`config.mk`:
```
export PLATFORM = sky130hd
export DESIGN_NAME = vram_arbiter
export DESIGN_NICKNAME = d
export VERILOG_FILES = /design/src/rtl/vram_arbiter.sv
export SDC_FILE = /design/constraint.sdc
export NUM_CORES = 1
export LEC_CHECK = 0
export CAP_MARGIN = 20
export CORE_ASPECT_RATIO = 0.5
export CORE_MARGIN = 3
export CORE_UTILIZATION = 48
export CTS_CLUSTER_SIZE = 16
export DETAILED_ROUTE_END_ITERATION = 16
export PLACE_DENSITY = 0.87
export RECOVER_POWER = 50
export SETUP_SLACK_MARGIN = 0.1
export SYNTH_ARGS = -nofsm -noshare
export SYNTH_HDL_FRONTEND = slang
export SYNTH_SLANG_ARGS = --single-unit
```
`constraint.sdc`:
```
create_clock -name clock -period 4.6 [get_ports clock]
set_input_delay 0.92 -clock clock [delete_from_list [all_inputs] [get_ports clock]]
set_output_delay 0.92 -clock clock [all_outputs]
set_load 0.01 [all_outputs]
```
`src/rtl/vram_arbiter.sv`:
```
// vram_arbiter: shares single-port VRAM between display burst reads and host accesses.
// Display has priority; a wait counter forces host slots into long bursts.
module vram_arbiter #(
  parameter int ADDR_W        = 17,
  parameter int DATA_W        = 16,
  parameter int MEM_LATENCY   = 2,
  parameter int HOST_MAX_WAIT = 8
) (
  input  logic              clock,
  input  logic              reset,
  input  logic              disp_req,
  input  logic [ADDR_W-1:0] disp_addr,
  input  logic [7:0]        disp_len,
  output logic              disp_ack,
  output logic [DATA_W-1:0] disp_rdata,
  output logic              disp_rvalid,
  output logic              disp_done,
  input  logic              host_req,
  input  logic              host_we,
  input  logic [ADDR_W-1:0] host_addr,
  input  logic [DATA_W-1:0] host_wdata,
  output logic              host_ack,
  output logic [DATA_W-1:0] host_rdata,
  output logic              host_rvalid,
  output logic              mem_en,
  output logic              mem_we,
  output logic [ADDR_W-1:0] mem_addr,
  output logic [DATA_W-1:0] mem_wdata,
  input  logic [DATA_W-1:0] mem_rdata,
  output logic              busy
);

  localparam int WW = $clog2(HOST_MAX_WAIT + 1);
  localparam logic [WW-1:0] WAIT_LAST = WW'(HOST_MAX_WAIT - 1);

  typedef enum logic [1:0] {IDLE, DISP, HOST} state_t;

  state_t            state;
  logic [ADDR_W-1:0] b_addr;
  logic [7:0]        b_cnt;
  logic              b_act;
  logic [WW-1:0]     wait_cnt;
  logic              mem_host;
  logic              mem_last;

  logic [MEM_LATENCY-1:0] tag_v;
  logic [MEM_LATENCY-1:0] tag_h;
  logic [MEM_LATENCY-1:0] tag_l;

  logic guard;
  logic arb;
  logic take_host;
  logic take_burst;
  logic take_disp;

  // b_act: burst words still to issue; b_cnt is the count of the next word
  always_comb begin
    guard      = (state == DISP) && host_req && (wait_cnt == WAIT_LAST);
    arb        = !b_act && (state != HOST);
    take_burst = b_act && !guard;
    take_host  = (b_act && guard) ||
                 (arb && (guard || (!disp_req && host_req)));
    take_disp  = arb && !guard && disp_req;
  end

  always_ff @(posedge clock) begin
    if (reset) begin
      state     <= IDLE;
      b_addr    <= '0;
      b_cnt     <= '0;
      b_act     <= 1'b0;
      wait_cnt  <= '0;
      mem_en    <= 1'b0;
      mem_we    <= 1'b0;
      mem_addr  <= '0;
      mem_wdata <= '0;
      mem_host  <= 1'b0;
      mem_last  <= 1'b0;
      disp_ack  <= 1'b0;
      host_ack  <= 1'b0;
      tag_v     <= '0;
      tag_h     <= '0;
      tag_l     <= '0;
    end else begin
      mem_en   <= 1'b0;
      mem_we   <= 1'b0;
      mem_host <= 1'b0;
      mem_last <= 1'b0;
      disp_ack <= 1'b0;
      host_ack <= 1'b0;

      tag_v[0] <= mem_en && !mem_we;
      tag_h[0] <= mem_host;
      tag_l[0] <= mem_last;
      for (int i = 1; i < MEM_LATENCY; i++) begin
        tag_v[i] <= tag_v[i-1];
        tag_h[i] <= tag_h[i-1];
        tag_l[i] <= tag_l[i-1];
      end

      if (take_host || !host_req)
        wait_cnt <= '0;
      else if (state == DISP)
        wait_cnt <= wait_cnt + WW'(1);

      if (take_host) begin
        mem_en    <= 1'b1;
        mem_we    <= host_we;
        mem_addr  <= host_addr;
        mem_wdata <= host_wdata;
        mem_host  <= 1'b1;
        host_ack  <= 1'b1;
        state     <= HOST;
      end else if (take_burst) begin
        mem_en   <= 1'b1;
        mem_addr <= b_addr;
        mem_last <= (b_cnt == 8'd0);
        b_addr   <= b_addr + ADDR_W'(1);
        b_cnt    <= b_cnt - 8'd1;
        b_act    <= (b_cnt != 8'd0);
        state    <= DISP;
      end else if (take_disp) begin
        disp_ack <= 1'b1;
        mem_en   <= 1'b1;
        mem_addr <= disp_addr;
        mem_last <= (disp_len == 8'd0);
        b_addr   <= disp_addr + ADDR_W'(1);
        b_cnt    <= disp_len - 8'd1;
        b_act    <= (disp_len != 8'd0);
        state    <= DISP;
      end else begin
        state <= IDLE;
      end
    end
  end

  assign disp_rvalid = tag_v[MEM_LATENCY-1] && !tag_h[MEM_LATENCY-1];
  assign host_rvalid = tag_v[MEM_LATENCY-1] && tag_h[MEM_LATENCY-1];
  assign disp_done   = disp_rvalid && tag_l[MEM_LATENCY-1];
  assign disp_rdata  = disp_rvalid ? mem_rdata : '0;
  assign host_rdata  = host_rvalid ? mem_rdata : '0;
  assign busy        = (state != IDLE);

endmodule
```
# --- After elaboration in Yosys (flattened, before gate mapping) ---
# Cells that the tools add are included.
# Widths: inputs -> output; s select.
word_totals:
  regBits: 76
  input_bits: 79
  output_inout_bits: 73
  wordCells: 79
op_classes:
  n_addsub: 5
  eq_ne: 3
  n_mux: 20
  bitwise_logic: 1
  reduce_logical: 34
ops:
  columns: ["operator", "n"]
  rows:
  - ["$mux 17", 5]
  - ["$add 17x1->17 const B", 2]
  - ["$mux 16", 2]
  - ["$logic_not 8->1", 2]
  - ["$mux 8", 2]
  - ["$reduce_bool 8->1", 2]
  - ["$sub 8x1->8 const B", 2]
  - ["$logic_and 1x1->1", 13]
  - ["$mux 1", 10]
  - ["$logic_not 1->1", 6]
  - ["$reduce_or 2->1", 3]
  - ["$add 4x1->4 const B", 1]
  - ["$eq 4x3->1 const B", 1]
  - ["$reduce_bool 2->1", 2]
  - ["$logic_or 1x1->1", 3]
  - ["$reduce_bool 3->1", 1]
  - ["$reduce_or 3->1", 1]
  - ["$eq 2x1->1 const B", 1]
  - ["$mux 2", 1]
  - ["$ne 2x2->1 const B", 1]
  - ["$reduce_and 2->1", 1]
  - ["$not 1->1", 1]

# --- Depth between registers and ports, before layout ---
depth:
  ltp_word: 9
  ltp_mapped: 12
  ltp_nobuf: 10

# --- Least setup slack after synthesis ---
# No wires, ideal clock.
synth_path:
  kind: "in2reg"
  start: "in host_req"
  end: "reg b_cnt[4]"
  setup_ns: 0.060
  arrival_time_ns: 2.833
  required_time_ns: 4.540
  setup_slack_ns: 1.707
  stages: 9
  path_buffers: 2
  cell_sequence: "nand3b_1 > o21ai_4 > buf_4 > buf_4 > mux2i_1 > ha_1 > o21ai_0 > a2111oi_0 > a311o_1"
synth_via:
  elab_chain_cells: 7
  word_cells_on_any_way: 15
  classes_between: "mux (1); bitwise (1); reduce/logical (13)"
synth_rtl:
  columns: ["item", "line", "source"]
  rows:
  - ["start, declared", "18", "input logic host_req,"]
  - ["$logic_and 1x1->1 (2 in series)", "58", "guard = (state == DISP) && host_req && (wait_cnt == WAIT_LAST);"]
  - ["$logic_not 1->1 or $logic_or 1x1->1 (tied branches)", "60, 63, 62", null]
  - ["$logic_and 1x1->1, on equally long branches", "63, 62", null]
  - ["$logic_and 1x1->1 or $logic_or 1x1->1 (tied branches)", "63, 61", null]
  - ["$reduce_bool 2->1 (no source line) or $not 1->1 (tied branches)", null, null]
  - ["$reduce_and 2->1 (no source line)", null, null]
  - ["end signal, assigned", "119", "b_cnt <= b_cnt - 8'd1;"]
  - ["end signal, assigned", "128", "b_cnt <= disp_len - 8'd1;"]
  - ["end, declared", "40", "logic [7:0] b_cnt;"]
# Parallel ways exist; a longest one is shown, timed or not.
# A chain may end at the register's enable or synchronous reset.

# --- Worst setup path after layout ---
layout_path:
  start: "in host_req"
  end: "reg b_addr[14]"
layout_via:
  elab_chain_cells: 7
  word_cells_on_any_way: 15
  classes_between: "mux (1); bitwise (1); reduce/logical (13)"
layout_rtl:
  columns: ["item", "line", "source"]
  rows:
  - ["$logic_and 1x1->1 (2 in series)", "58", null]
  - ["$logic_not 1->1 or $logic_or 1x1->1 (tied branches)", "60, 63, 62", null]
  - ["$logic_and 1x1->1, on equally long branches", "63, 62", null]
  - ["$logic_and 1x1->1 or $logic_or 1x1->1 (tied branches)", "63, 61", null]
  - ["$reduce_bool 2->1 (no source line) or $not 1->1 (tied branches)", null, null]
  - ["$reduce_and 2->1 (no source line)", null, null]
  - ["end signal, assigned", "118", "b_addr <= b_addr + ADDR_W'(1);"]
  - ["end signal, assigned", "127", "b_addr <= disp_addr + ADDR_W'(1);"]
  - ["end, declared", "39", "logic [ADDR_W-1:0] b_addr;"]
# Parallel ways exist; a longest one is shown, timed or not.

==> reports/metrics.cfg <==
[job]
cap_violations=1

[clock_network]
cts_max_path_buffers=2
htree_levels=3
numCtsBuffers=9
cts_tree=built
post_cts_buffers=0
cts_resized=0
clk_latency_ns=0.33
cts_hold_buf=0
clock_sinks=75
clock-root-buffer=clkbuf_16
path_clk_slew_ns=0.06

[die]
die_h_um=70.2
dieArea_um2=9430
rows=22
chipWidth_um=134
ios=152
start_util_pct=51.7
core_um2=7650

[synthesis]
synth_top_area_cell=dfxtp_1
syn_inst=489
synth_top_area_share_pct=38.0
ys.flop_type=dfxtp_1
synth-edff-count=0
synth.yosys.seq_area_share_pct=38.0
synth.distinct_cells=62
synthTopCellsByArea=dfxtp_1 38%, nand2_1 6.5%, a21oi_1 5.1%
synthArstFlopShare_pct=0
synth_warnings=0
avgSynthCellArea_um2=8.09
syn_area_um2=3950
synth_nets=570
ys_ff_latch=75

[critical_path]
end_kind=flip-flop
cp_slowest_cell=o21a_1
path_delay_family=simple AND/OR/NAND/NOR gates
path_buf_inv=2
crit_arrival_ns=3.87
criticalPathCategory=input pin to flip-flop
cpMostUsedCell=nand2_1
crit_chain=dlygate4sd3_1 -> and3b_1 -> nand2_1 -> o21a_1 -> nand2_1 -> inv_1 -> nand4_1 -> o311ai_1
startpoint_type=input pin
max_stage_delay_ns=0.73
required_ns=4.83
cp_max_fo=24

[timing]
period_share_pct=79.0
hold_viol=0
rsz0062_at_grt=no
setup-violations-final=0
fmaxAchievable_ghz=0.275
final_max_slew_viol_count=59
tightest_slew_ns=2.69
setup_slack_ns=0.965
tns_ns=0
worst_clock_skew_ns=0.00353
slew_headroom_pct=-79.1
period_minus_slack_ns=3.64

[drt]
wl_per_cell_um=16.1
initialDrtViolationCount=343
drt-total-wl_um=11900
dr_total_vias=4222
dr.pass1.iters=5
antenna_left=0
drc_errors=0
viasPerCell=5.71

[layout]
nNetsFinal=708
fin_area_um2=5740
multiInputGateArea_um2=2280
final_cell_mix=110 x clkdlybuf4s50_1, 75 x dfxtp_1, 69 x nand2_1
drive_gt1_share_pct=4.91
final-seq-area_um2=1500
synthToLayoutAreaGrowth_pct=45.1
fillers=581
final_common_cell=clkdlybuf4s50_1
diodes=0

[power]
pwr-share-seq_pct=42.5
p_sw_mw=0.511
p_comb_share_pct=22.7
internal_power_mw=1.26
p_sw_share_pct=28.8
power.density_nw_per_um2=309
p_leak_nw=2.33
max-vdd-ir-drop_mv=0.213
p_clk_share_pct=34.8

[global_route]
grt_pass1_vias=3874
grt_max_degree=59
track_usage_pct=24.9
grt_overflow=0
grt_pass1_wl_um=19100
antenna_found_initial=0

[placed_design]
port_buffers=151
placed_area_um2=5500
place_ws_ns=0.992
hpwl_um=8590
gp_congestion=0.900

[outcome]
violations=capacitance limit, slew limit
status=complete, but fails checks

[worst_hold_path]
hold_class=flip-flop to flip-flop

==> power by group through the flow <==
stage          clock network [mW]  registers (mW)  logic, mW
2_1_floorplan                   0           0.767      0.221
3_3_place_gp                    0           0.766      0.402
3_5_place_dp                    0           0.768      0.411
4_1_cts                     0.633           0.754      0.415
5_1_grt                     0.662           0.762      0.439
6_report                    0.618           0.755      0.403
==> final cells by class <==
cell class                      instances  area share (%)
Multi-Input combinational cell        378            39.8
Clock inverter                          6           0.567
Timing Repair Buffer                  156            26.7
Inverter                                7           0.458
Tap cell                              108            2.36
Clock buffer                           10            3.99
Sequential cell                        75            26.2
==> metal layers <==
layer / vias to the layer above / routed length (µm) / track usage, %
met5: - / 0 / 0
met1: 1976 / 4910 / 30.9
li1: 2058 / - / -
met4: 0 / 173 / 8.47
met3: 20 / 954 / 7.05
met2: 168 / 5850 / 41.9
==> worst reg2reg max path, stage by stage, from the launching register on <==
cell	delay, ns
dfxtp_1	0.33
ha_1	0.24
and3b_1	0.27
nand2_1	0.27
o21a_1	0.73
nand2_1	0.48
inv_1	0.33
nand4_1	0.16
o311ai_1	0.12
==> cell usage after synthesis, types with 2 or more instances <==
master,instances
a211o_1,2
a211oi_1,10
a21o_1,2
a21oi_1,40
a221oi_1,15
a22o_1,2
a22oi_1,2
a311o_1,2
a31oi_1,7
and2_1,20
and3_1,27
and4_1,2
buf_1,2
buf_2,10
buf_4,3
clkbuf_1,13
dfxtp_1,75
ha_1,2
inv_1,7
mux2_2,3
mux2i_1,15
nand2_1,68
nand3_1,15
nand3b_1,3
nand4_1,6
nor2_1,44
nor2_2,2
nor2b_1,7
nor3_1,15
nor4_1,2
o211ai_1,4
o21a_1,2
o21ai_0,17
o21ai_1,2
o22a_1,2
o311ai_1,4
o31ai_1,2
xnor2_1,6
xor2_1,4
==> flip-flops by register name, summed over array words and instances (netlist names) <==
signal     flops
mem_en         1
state          2
b_act          1
mem_last       1
b_cnt          8
tag_h          2
wait_cnt       4
mem_addr      17
tag_v          2
disp_ack       1
tag_l          2
mem_wdata     16
b_addr        17
mem_we         1
==> final timing paths <==
path	cells past startpoint	from	to	slack (ns)
setup / recovery	8	host_req	b_addr[14]$_SDFFE_PP0P_	0.96
hold / removal	1	mem_we$_SDFF_PP0_	tag_v[0]$_SDFF_PP0_	0.42
setup reg to reg	8	wait_cnt[0]$_SDFFE_PP0N_	b_addr[14]$_SDFFE_PP0P_	1.56
hold reg to reg	1	mem_we$_SDFF_PP0_	tag_v[0]$_SDFF_PP0_	0.42
==> stage by stage <==
step / cells / hold WS, ns / util, % / power, mW
5_1_grt: 740 / 0.438 / 75.0 / 1.86
2_1_floorplan: 489 / 0.414 / - / 0.988
6_report: 740 / 0.419 / 75.0 / 1.78
4_1_cts: 740 / 0.429 / 75.2 / 1.80
3_3_place_gp: 724 / 0.411 / 71.8 / 1.17
3_5_place_dp: 724 / 0.419 / 71.8 / 1.18
==> kinds of logic after synthesis <==
logic type                 Yosys count  share of synthesized area, %
DFF                                 75                          38.0
AOI/OAI and AO/OA                  125                          21.5
adders and majority gates            2                         0.633
and+or+nand+nor                    221                          28.1
xor gates and xnor gates            10                          2.22
buffers and inverters               36                          4.21
muxes                               20                          5.32
(Power assumes the default switching activity.)
